<file path="src/rtl/icache_tag_pkg.sv">
// Shared types and default geometry for the icache tag controller and its tag SRAM.
package icache_tag_pkg;

    localparam int SET_W = 4;
    localparam int TAG_W = 23;

    typedef struct packed {
        logic             valid;
        logic [TAG_W-1:0] tag;
    } tag_entry_t;

    typedef enum logic [1:0] {
        INIT,
        INIT_CLOSE,
        IDLE,
        FILL_CLOSE
    } tag_ctrl_state_t;

endpackage

</file>
<file path="src/rtl/icache_tag_stats.sv">
// Saturating hit/miss counters for tag lookups; built only with ICACHE_TAG_STATS_EN.
module icache_tag_stats (
    input  logic        clk_i,
    input  logic        rst_i,
    input  logic        clr_i,
    input  logic        resp_valid_i,
    input  logic        resp_hit_i,
    output logic [31:0] hit_count_o,
    output logic [31:0] miss_count_o
);
    import icache_tag_pkg::*;

    logic [31:0] hit_q, hit_d;
    logic [31:0] miss_q, miss_d;

    always_comb begin
        hit_d  = hit_q;
        miss_d = miss_q;
        if (clr_i) begin
            hit_d  = '0;
            miss_d = '0;
        end else if (resp_valid_i) begin
            if (resp_hit_i) begin
                if (hit_q != '1) hit_d = hit_q + 32'd1;
            end else begin
                if (miss_q != '1) miss_d = miss_q + 32'd1;
            end
        end
    end

    always_ff @(posedge clk_i or posedge rst_i) begin
        if (rst_i) begin
            hit_q  <= '0;
            miss_q <= '0;
        end else begin
            hit_q  <= hit_d;
            miss_q <= miss_d;
        end
    end

    assign hit_count_o  = hit_q;
    assign miss_count_o = miss_q;

endmodule

</file>
<file path="src/rtl/icache_tag_ctrl.sv">
// Drives the single-port icache tag SRAM: post-reset/flush invalidate sweep, fills and lookups.
// Optional hit/miss counters are enabled with the ICACHE_TAG_STATS_EN macro.
module icache_tag_ctrl #(
    parameter int SET_W = icache_tag_pkg::SET_W,
    parameter int TAG_W = icache_tag_pkg::TAG_W
) (
    input  logic             clk,
    input  logic             rst,
    input  logic             req_valid,
    output logic             req_ready,
    input  logic [SET_W-1:0] req_set,
    input  logic [TAG_W-1:0] req_tag,
    output logic             resp_valid,
    output logic             resp_hit,
    output logic [SET_W-1:0] resp_set,
    input  logic             fill_valid,
    output logic             fill_ready,
    input  logic [SET_W-1:0] fill_set,
    input  logic [TAG_W-1:0] fill_tag,
    input  logic             inv_all,
    output logic             busy,
    output logic             sram_csb0,
    output logic             sram_web0,
    output logic [SET_W-1:0] sram_addr0,
    output logic [TAG_W:0]   sram_din0,
    input  logic [TAG_W:0]   sram_dout0
`ifdef ICACHE_TAG_STATS_EN
    ,
    output logic [31:0]      hit_count,
    output logic [31:0]      miss_count
`endif
);
    import icache_tag_pkg::*;

    localparam logic [SET_W-1:0] LAST_SET = {SET_W{1'b1}};

    tag_ctrl_state_t  state_q, state_d;
    logic [SET_W-1:0] cnt_q, cnt_d;
    logic             pend_q, pend_d;
    logic [SET_W-1:0] set_q, set_d;
    logic [TAG_W-1:0] tag_q, tag_d;
    logic [SET_W-1:0] fill_set_q, fill_set_d;
    logic             flush;
    logic             csb, web;
    logic [SET_W-1:0] addr;
    logic [TAG_W:0]   din;

    always_comb begin
        state_d    = state_q;
        cnt_d      = cnt_q;
        pend_d     = 1'b0;
        set_d      = set_q;
        tag_d      = tag_q;
        fill_set_d = fill_set_q;
        flush      = 1'b0;
        req_ready  = 1'b0;
        fill_ready = 1'b0;
        csb        = 1'b1;
        web        = 1'b1;
        addr       = '0;
        din        = '0;
        case (state_q)
            INIT: begin
                csb   = 1'b0;
                web   = 1'b0;
                addr  = cnt_q;
                cnt_d = cnt_q + 1'b1;
                if (cnt_q == LAST_SET) state_d = INIT_CLOSE;
            end
            // Close cycle after the last sweep write lets it commit; read data is ignored.
            INIT_CLOSE: begin
                csb     = 1'b0;
                addr    = LAST_SET;
                state_d = IDLE;
            end
            IDLE: begin
                if (inv_all) begin
                    flush   = 1'b1;
                    cnt_d   = '0;
                    state_d = INIT;
                end else if (fill_valid) begin
                    fill_ready = 1'b1;
                    csb        = 1'b0;
                    web        = 1'b0;
                    addr       = fill_set;
                    din        = {1'b1, fill_tag};
                    fill_set_d = fill_set;
                    state_d    = FILL_CLOSE;
                end else begin
                    req_ready = 1'b1;
                    if (req_valid) begin
                        csb    = 1'b0;
                        addr   = req_set;
                        set_d  = req_set;
                        tag_d  = req_tag;
                        pend_d = 1'b1;
                    end
                end
            end
            FILL_CLOSE: begin
                csb     = 1'b0;
                addr    = fill_set_q;
                state_d = IDLE;
            end
            default: begin
                cnt_d   = '0;
                state_d = INIT;
            end
        endcase
    end

    always_ff @(posedge clk or posedge rst) begin
        if (rst) begin
            state_q <= INIT;
            cnt_q   <= '0;
            pend_q  <= 1'b0;
            set_q   <= '0;
        end else begin
            state_q <= state_d;
            cnt_q   <= cnt_d;
            pend_q  <= pend_d;
            set_q   <= set_d;
        end
    end

    always_ff @(posedge clk) begin
        tag_q      <= tag_d;
        fill_set_q <= fill_set_d;
    end

    // The macro has no reset, so keep its port quiet while rst is held.
    assign sram_csb0  = rst ? 1'b1 : csb;
    assign sram_web0  = rst ? 1'b1 : web;
    assign sram_addr0 = rst ? '0   : addr;
    assign sram_din0  = rst ? '0   : din;

    assign resp_valid = pend_q;
    assign resp_set   = set_q;
    assign resp_hit   = pend_q && sram_dout0[TAG_W] && (sram_dout0[TAG_W-1:0] == tag_q);
    assign busy       = (state_q != IDLE);

`ifdef ICACHE_TAG_STATS_EN
    icache_tag_stats u_stats (
        .clk_i        (clk),
        .rst_i        (rst),
        .clr_i        (flush),
        .resp_valid_i (resp_valid),
        .resp_hit_i   (resp_hit),
        .hit_count_o  (hit_count),
        .miss_count_o (miss_count)
    );
`endif

endmodule

</file>
<file path="config.mk">
export PLATFORM = sky130hd
export DESIGN_NAME = icache_tag_ctrl
export DESIGN_NICKNAME = d
export VERILOG_FILES = /design/src/rtl/icache_tag_pkg.sv /design/src/rtl/icache_tag_stats.sv /design/src/rtl/icache_tag_ctrl.sv
export SDC_FILE = /design/constraint.sdc
export NUM_CORES = 1
export LEC_CHECK = 0
export BUFFER_PORTS_ARGS = -buffer_cell sky130_fd_sc_hd__buf_2
export CORE_ASPECT_RATIO = 0.9
export CORE_MARGIN = 2
export CORE_UTILIZATION = 45
export CTS_CLUSTER_DIAMETER = 50
export DETAILED_ROUTE_END_ITERATION = 6
export PLACE_DENSITY = 0.95
export SKIP_CTS_REPAIR_TIMING = 1
export SLEW_MARGIN = 20
export SYNTH_ARGS = -nofsm -noshare
export SYNTH_HDL_FRONTEND = slang
export SYNTH_SLANG_ARGS = --single-unit
</file>
<file path="constraint.sdc">
create_clock -name clk -period 3.2 [get_ports clk]
set_input_delay 0 -clock clk [delete_from_list [all_inputs] [get_ports clk]]
set_output_delay 0 -clock clk [all_outputs]
set_load 0.01 [all_outputs]
</file>
Word-level counts from Yosys, hierarchy flattened
Cells that the tools add are included.
{"block": "totals", "out_inout_bits": 39, "wordCells": 61, "register_bits": 38}
{"block": "classes", "n_eq_ne": 9, "muxes": 33, "n_reduce_logical": 10, "addsub": 1, "bitwise": 2}
{"operator": "$mux 24", "count": 4}
{"operator": "$eq 23x23->1", "count": 1}
{"operator": "$mux 4", "count": 5}
{"operator": "$mux 1", "count": 16}
{"operator": "$pmux 4 s4", "count": 1}
{"operator": "$pmux 4 s2", "count": 1}
{"operator": "$mux 2", "count": 3}
{"operator": "$ne 2x2->1 const B", "count": 3}
{"operator": "$pmux 2 s3", "count": 1}
{"operator": "$add 4x1->4 const B", "count": 1}
{"operator": "$eq 2x2->1 const B", "count": 2}
{"operator": "$eq 4x4->1 const B", "count": 1}
{"operator": "$pmux 1 s2", "count": 2}
{"operator": "$reduce_and 2->1", "count": 2}
{"operator": "$reduce_and 4->1", "count": 1}
{"operator": "$ne 3x3->1 const B", "count": 1}
{"operator": "$reduce_and 3->1", "count": 1}
{"operator": "$reduce_or 3->1", "count": 1}
{"operator": "$eq 2x1->1 const B", "count": 1}
{"operator": "$logic_and 1x1->1", "count": 2}
{"operator": "$logic_not 2->1", "count": 1}
{"operator": "$not 1->1", "count": 2}
{"operator": "$reduce_bool 2->1", "count": 1}
{"operator": "$reduce_or 2->1", "count": 1}

Longest topological paths before layout
Gate-level depths: netlist of run 1.
{"block": "depth", "ltp_word": 5, "depth_mapped": 6}

Least setup slack after synthesis of run 1
Ideal clock, no wire load.
{"block": "synth_timing", "kind": "reg-to-output", "startpoint": "reg state_q[0]", "endpoint": "out sram_addr0[0]", "t_arrival_ns": 2.290, "setup_slack_ns": 0.910, "stages_incl_launch_ff": 6, "path_cell_list": "dfrtp_1 > nand2b_4 > buf_6 > nor4b_4 > nand2_1 > a311oi_1"}
{"block": "synth_via", "elab_chain_len": 3, "elab_cells_between_ends": 6, "classes_between": "eq/ne (3); mux (2); reduce/logical (1)"}
{"element": "start, declared", "line": "icache_tag_ctrl.sv:37", "rtl": "tag_ctrl_state_t state_q, state_d;"}
{"element": "start signal, assigned", "line": "icache_tag_ctrl.sv:119", "rtl": "state_q <= state_d;"}
{"element": "$eq 2x2->1, or another cell as far along", "line": "icache_tag_ctrl.sv:62", "rtl": "case (state_q)"}
{"element": "$pmux 4 s4 *", "line": "icache_tag_ctrl.sv:62"}
{"element": "$mux 4 *", "line": "icache_tag_ctrl.sv:134", "rtl": "assign sram_addr0 = rst ? '0 : addr;"}
{"element": "end, declared", "line": "icache_tag_ctrl.sv:24", "rtl": "output logic [SET_W-1:0] sram_addr0,"}
Mark *: on every way between the ends. The rest lies on a longest branch, timed or not.

Worst setup path in the final report of run 1
{"block": "layout_timing", "startpoint": "reg state_q[0]", "endpoint": "out sram_addr0[2]"}
The elaborated chain is that of the path after synthesis.

==> summary.md, run 1 <==
| Metric | Value |
|---|---|
| IO Pins | `122` |
| DRT iter0 DRCs | `82` |
| Core ar. | `4020 sq um` |
| Mux contribution to synthesized area | `0%` |
| Setup crit start kind | `register` |
| Critical path start-end classification | `reg2out` |
| DR WL/cell | `13.7 microns` |
| Worst reg-to-reg setup slack | `1.50 ns` |
| Synth top area cells | `edfxtp_1 44%, dfrtp_1 15%, xor2_1 8.9%, and2_1 7.7%, xnor2_1 2.4%` |
| Cell Area, Synth | `1860 sq um` |
| Top cell type's share of synthesized area | `43.6%` |
| Htree depth | `2` |
| Routed vias/inst | `4.67` |
| Hold Path End | `state_q[1]` |
| # diodes | `0` |
| Post-DP HPWL | `3330 microns` |
| CTS tree | `built` |
| Peak supply drop | `0.000421 V` |
| Worst Clk Skew | `0.00874 ns` |
| Pre-CTS setup slack | `1.31 ns` |
| Die area | `4670 sq um` |
| Routed wire length | `4960 microns` |
| Cells on worst reg2reg path | `3` |
| Synth cell types | `31` |
| P&R area growth vs syn | `57.8%` |
| Clock Latency Late Sink | `0.29 ns` |
| First-pass GRT wire length | `6480 microns` |
| Pin count of the biggest net entering global routing | `25` |
| Die height | `65 microns` |
| Hold wc startpoint | `inv_all` |
| F_max | `0.449 GHz` |
| Yosys warns | `0` |
| Unrepaired setup endpoints after global routing | `false` |
| DRC Markers | `0` |
| Simple-gate portion of the synthesized area | `19.2%` |
| Worst slew pin tran | `0.474 ns` |
| Crit end category | `primary output` |
| Share of layout cells above drive strength 1 | `42.5%` |
| Synth Area in XOR/XNOR | `11.3%` |
| Final WS setup | `0.973 ns` |
| GRT overflow | `0` |
| Leakage | `1.42 nW` |
| Setup TNS Final | `0 ns` |
| Bufs on Longest Clock Path | `2` |
| Status | `complete, no violations` |
| Crit-path max cell delay | `0.51 ns` |
| Initial antenna violation count | `0` |
| Complex-gate fraction of the synthesized area | `7.40%` |
| Final Max Tran Viols | `0` |
| Clock transition at the registers of the reported paths | `0.07 ns` |
| Global Route Usage Sum | `18.0%` |
| # rows | `22` |
| Fin nets | `398` |
| Pre-Repair DR Iteration Count | `4` |
| Critical Path RT | `3.20 ns` |
| Vias in the first global route | `1452` |
| Endpoints failing hold | `0` |
| Clock root cell | `clkbuf_8` |
| Relative slew slack | `68.3%` |
| Period utilization | `69.6%` |
| Syn Area/Cell | `12.0 sq um` |
| Die W | `71.8 microns` |
| Port Buffers | `121` |
| Worst-path cell chain | `nand2b_4, nor4b_4, buf_4, nand2_1, a311oi_1, buf_2` |
| Crit path DAT | `2.23 ns` |
| Hold path cells | `3` |
| Number of max-cap violations | `0` |
| CP max stage cell | `dfrtp_1` |
| Worst r2r dst | `resp_valid` |
| Vias | `1697` |
| Max FO, Critical Path | `20` |
| Placer Congestion | `0.864` |
| Setup violations, final | `0` |
| Combinational family with the most area after synthesis | `simple AND/OR/NAND/NOR gates` |
| Initial Util | `46.3%` |
| Top cell type by total area after synthesis | `edfxtp_1` |
| Power Dens Cells | `485 nW/um^2` |
| Period minus WS final | `2.23 ns` |
| Synth Instances | `155` |
| Syn_nets | `239` |
| Sink Count | `38` |
| Hold Path Class | `in2reg` |
| Antenna Nets Post-Route | `0` |
| RR Startpoint | `state_q[0]` |
| CTS buffer count | `5` |
| Yosys reg bits | `38` |
| Post-Synth Adder-Cell Area | `0.672%` |
| Post-synthesis sequential area ratio | `58.4%` |
[final cells by class]
class	count	area (sq um)
clock buffer	6	72.6
clock inverter	2	10.0
fill	276	1080
inverter	6	22.5
multi-input combinational	105	717
sequential	38	1090
tap	48	60.1
timing repair buffer	158	968
[worst max-delay path by stage]
stage	slack, ns	endpoint	cells after the start	from
global placement	1.38	sram_addr0[2]	6	state_q[0]
global route	0.82	sram_addr0[0]	6	state_q[0]
detailed placement	1.31	sram_addr0[2]	6	state_q[0]
finish	0.97	sram_addr0[2]	6	state_q[0]
floorplan	0.91	sram_addr0[0]	5	state_q[0]
CTS	0.97	sram_addr0[2]	6	state_q[0]
[registers in the layout, indices dropped and copies added, names as in the netlist]
name        flops
state_q         2
resp_valid      1
tag_q          23
cnt_q           4
resp_set        4
fill_set_q      4
[cell usage after synthesis, drive strengths merged]
master / n
a211o: 1
a21o: 2
a21oi: 4
a22o: 1
a311oi: 4
a41o: 1
and2: 23
buf: 4
clkbuf: 2
dfrtp: 11
edfxtp: 27
ha: 1
inv: 6
nand2: 6
nand2b: 2
nand3: 1
nand4: 3
nor2: 10
nor3: 3
nor3b: 4
nor4: 4
nor4b: 2
o21ai: 8
or2: 1
xnor2: 5
xor2: 19
[cells by family (layout without fill, tap and decap cells)]
kind of cell | count (synthesis) | count (layout)
compound gates | 21 | 21
xor+xnor | 24 | 24
fa+ha+maj | 1 | 1
buf+inv | 12 | 172
flops | 38 | 38
simple gates | 59 | 59
[per-stage QoR]
| step | total power (W) | cells | area, sq um | hold slack [ns] | utilization (%) |
|---|---|---|---|---|---|
| after CTS | 0.00140 | 329 | 2600 | -0.235 | 64.6 |
| after global placement | 0.00108 | 321 | 2510 | 0.0724 | 62.5 |
| after global routing | 0.00151 | 363 | 2940 | 0.193 | 73.1 |
| after detailed placement | 0.00109 | 321 | 2510 | 0.0849 | 62.5 |
| after floorplan | 0.000933 | 155 | 1860 | -0.142 | - |
| final | 0.00142 | 363 | 2940 | 0.161 | 73.1 |
[metal layers]
layer  track usage [%]  routed length (microns)  part of all wire (%)  vias up
met5                 0                        0                     0        -
met4              4.95                       42                  0.85        0
met3              5.44                      258                   5.2        7
met2              27.9                     2600                    52       49
met1              24.7                     2060                    42      782
li1                  -                        -                     -      859
[power by group]
part | leakage (nW) | switching, W | internal [W]
combinational | 0.994 | 0.000221 | 0.000220
sequential | 0.377 | 0.0000707 | 0.000604
clock | 0.0450 | 0.000157 | 0.000151
total | 1.42 | 0.000449 | 0.000975
[layout by cell type (no fill, tap or decap)]
cell type,instances
buf_2,121
dlygate4sd3_1,34
edfxtp_1,27
and2_1,23
xor2_1,19
dfrtp_1,11
nor2_1,10
o21ai_0,8
inv_1,6
nand2_1,6
xnor2_1,5
clkbuf_8,5
nor3b_1,4
a21oi_1,4
a311oi_1,4
nor4_1,4
nor3_1,3
nand4_1,3
buf_4,3
a21o_1,2
clkinv_2,2
or2_2,1
nand2b_4,1
nor4b_4,1
a22o_1,1
nand2b_1,1
a211o_1,1
nor4b_1,1
nand3_1,1
a41o_1,1
ha_1,1
clkbuf_1,1
[worst max-delay path: cells and delay by family, from the launching register on]
family / cells / cell delay, ns
and+or+nand+nor: 3 / 0.63
DFF: 1 / 0.51
buffers and inverters: 2 / 0.48
AOI/OAI and AO/OA: 1 / 0.31
No activity file was read; power rests on OpenSTA's default activity.
==> inputs of run 2 (changes only) <==
--- a/config.mk
+++ b/config.mk
@@ -8,10 +8,10 @@
 export BUFFER_PORTS_ARGS = -buffer_cell sky130_fd_sc_hd__buf_2
 export CORE_ASPECT_RATIO = 0.9
 export CORE_MARGIN = 2
-export CORE_UTILIZATION = 45
+export CORE_UTILIZATION = 42
 export CTS_CLUSTER_DIAMETER = 50
 export DETAILED_ROUTE_END_ITERATION = 6
-export PLACE_DENSITY = 0.95
+export PLACE_DENSITY = 0.9
 export SKIP_CTS_REPAIR_TIMING = 1
 export SLEW_MARGIN = 20
 export SYNTH_ARGS = -nofsm -noshare
==> constraint.sdc (replaced) <==
create_clock -name clk -period 2.2 [get_ports clk]
set_input_delay 0 -clock clk [delete_from_list [all_inputs] [get_ports clk]]
set_output_delay 0 -clock clk [all_outputs]
set_load 0.01 [all_outputs]
==> summary.md, run 2 (synthesized netlist as in run 1, its figures left out) <==
| Metric | Value |
|---|---|
| Setup violations, final | `0 (unchanged)` |
| Vias | `1703 (+0.35%)` |
| Power Dens Cells | `707 nW/um^2 (+46%)` |
| RR Startpoint | `state_q[0]` |
| Final Max Tran Viols | `0 (unchanged)` |
| DRT iter0 DRCs | `53 (-35%)` |
| Crit path DAT | `2.05 ns (-0.18 ns)` |
| Clock transition at the registers of the reported paths | `0.07 ns (about the same)` |
| Vias in the first global route | `1492 (+2.8%)` |
| Critical Path RT | `2.20 ns (-1.00 ns)` |
| CP startpoint | `state_q[0]` |
| Setup TNS Final | `0 ns (unchanged)` |
| F_max | `0.488 GHz` |
| P&R area growth vs syn | `59.0%` |
| Peak supply drop | `0.000710 V (+69%)` |
| Fin nets | `398 (unchanged)` |
| Port Buffers | `121 (unchanged)` |
| Initial antenna violation count | `0 (unchanged)` |
| Pre-Repair DR Iteration Count | `4 (unchanged)` |
| Routed wire length | `5150 microns (+3.8%)` |
| CTS buffer count | `5 (unchanged)` |
| Core ar. | `4160 sq um (+3.4%)` |
| Period utilization | `93.2%` |
| CP Buf/Inv Count | `2 (unchanged)` |
| Unrepaired setup endpoints after global routing | `false` |
| IO Pins | `122 (unchanged)` |
| Routed vias/inst | `4.54 (-2.9%)` |
| Die W | `74.2 microns (+3.3%)` |
| Antenna Nets Post-Route | `0 (unchanged)` |
| CP max stage cell | `dfrtp_1` |
| Endpoints failing hold | `1 (+1)` |
| # rows | `22 (unchanged)` |
| DR WL/cell | `13.7 microns (+0.49%)` |
| Max FO, Critical Path | `13 (-35%)` |
| Critical path start-end classification | `reg2out` |
| Status | `finished with violations` |
| Placer Congestion | `0.822 (-5.0%)` |
| Bufs on Longest Clock Path | `2 (unchanged)` |
| Pin count of the biggest net entering global routing | `25 (unchanged)` |
| Worst slew pin tran | `0.470 ns (-0.00363 ns)` |
| Worst r2r dst | `tag_q[3]` |
| Crit-path max cell delay | `0.51 ns (about the same)` |
| Most flops, register | `tag_q` |
| Sink Count | `38 (unchanged)` |
| Htree depth | `2 (unchanged)` |
| Most frequent cells in the layout | `121 x buf_2, 32 x dlygate4sd3_1, 27 x edfxtp_1` |
| Hold slack | `-0.0277 ns (-0.188 ns)` |
| Worst reg-to-reg setup slack | `0.36 ns (-1.14 ns)` |
| Post-layout util | `71.2% (-1.9 points)` |
| Die height | `67.1 microns (+3.3%)` |
| Hold wc startpoint | `req_set[0]` |
| Setup crit start kind | `register` |
| # diodes | `0 (unchanged)` |
| GRT overflow | `0 (unchanged)` |
| Worst Clk Skew | `0.00871 ns (-0.0000219 ns)` |
| Layout fillers | `305 (+11%)` |
| Clock Latency Late Sink | `0.28 ns (about the same)` |
| Global Route Usage Sum | `17.8% (-0.20 points)` |
| Cells on worst reg2reg path | `5 (+2)` |
| DRC Markers | `0 (unchanged)` |
| Final Non-Filler Cells | `375 (+3.3%)` |
| Share of layout cells above drive strength 1 | `43.8% (+1.3 points)` |
| Max reg flops | `23 (unchanged)` |
| Last element of the critical path | `sram_addr0[2]` |
| CTS tree | `built` |
| Die area | `4980 sq um (+6.7%)` |
| Hold Path Class | `in2reg` |
| Most common cell after layout, fill and taps aside | `buf_2` |
| Failing checks | `hold timing` |
| Leakage | `1.42 nW (+0.33%)` |
| First-pass GRT wire length | `6630 microns (+2.3%)` |
| Clock root cell | `clkbuf_8` |
| CP delay by family, top | `simple AND/OR/NAND/NOR gates` |
| Relative slew slack | `68.5% (+0.24 points)` |
| Dpl cells | `333 (+3.7%)` |
| Crit end category | `primary output` |
| Cell depth of the worst setup path | `6 (unchanged)` |
| Post-DP HPWL | `3770 microns (+13%)` |
| Worst-path cell chain | `nand2b_4, nor4b_4, buf_4, nand2_1, a311oi_1, buf_2` |
| Number of max-cap violations | `0 (unchanged)` |
| Initial Util | `44.8% (-1.5 points)` |
| Period minus WS final | `2.05 ns` |
run 2: worst min-delay path by stage:
stage / endpoint / cells after the start / slack [ns]
2_1_floorplan: cnt_q[0] / 1 / -0.14
3_3_place_gp: state_q[1] / 2 / 0.09
3_5_place_dp: resp_set[2] / 2 / 0.10
4_1_cts: cnt_q[1] / 2 / -0.21
5_1_grt: resp_set[1] / 3 / 0.02
6_report: resp_set[0] / 3 / -0.03
run 2: routing by layer:
| metal | part of all wire [%] | global-route usage [%] |
|---|---|---|
| met1 | 39 | 21.3 |
| met3 | 4.4 | 4.63 |
| met5 | 0 | 0 |
| met2 | 56 | 31.8 |
| met4 | 0.76 | 5.00 |
run 2: cell type report:
class / instances / area, sq um / share of cell area, %
multi-input cells: 105 / 729 / 24.7
flip-flops and latches: 38 / 1090 / 36.7
clock inverters: 2 / 10.0 / 0.338
well taps: 60 / 75.1 / 2.54
repair buffers: 158 / 963 / 32.6
clock buffers: 6 / 72.6 / 2.45
inverters: 6 / 22.5 / 0.761
run 2: worst register-to-register path: stages, from the launching register on:
cell and delay [ns]:
dfrtp_1 0.51, nand2b_4 0.24, nor4b_4 0.28, buf_4 0.18
buf_4 0.12, buf_4 0.19
run 2: through the flow:
step	instance area [sq um]	setup WS (ns)	power [W]
3_3_place_gp	2540	0.411	0.00159
6_report	2960	0.149	0.00209
5_1_grt	2960	0.0379	0.00222
3_5_place_dp	2540	0.342	0.00161
4_1_cts	2620	0.00205	0.00206
2_1_floorplan	1870	-0.0495	0.00137
run 2: where the power goes:
group | switching (W) | internal, W | total [W] | leakage, nW
clock | 0.000227 | 0.000219 | 0.000446 | 0.0450
combinational | 0.000329 | 0.000328 | 0.000657 | 0.999
sequential | 0.000110 | 0.000878 | 0.000988 | 0.377
total | 0.000666 | 0.00143 | 0.00209 | 1.42
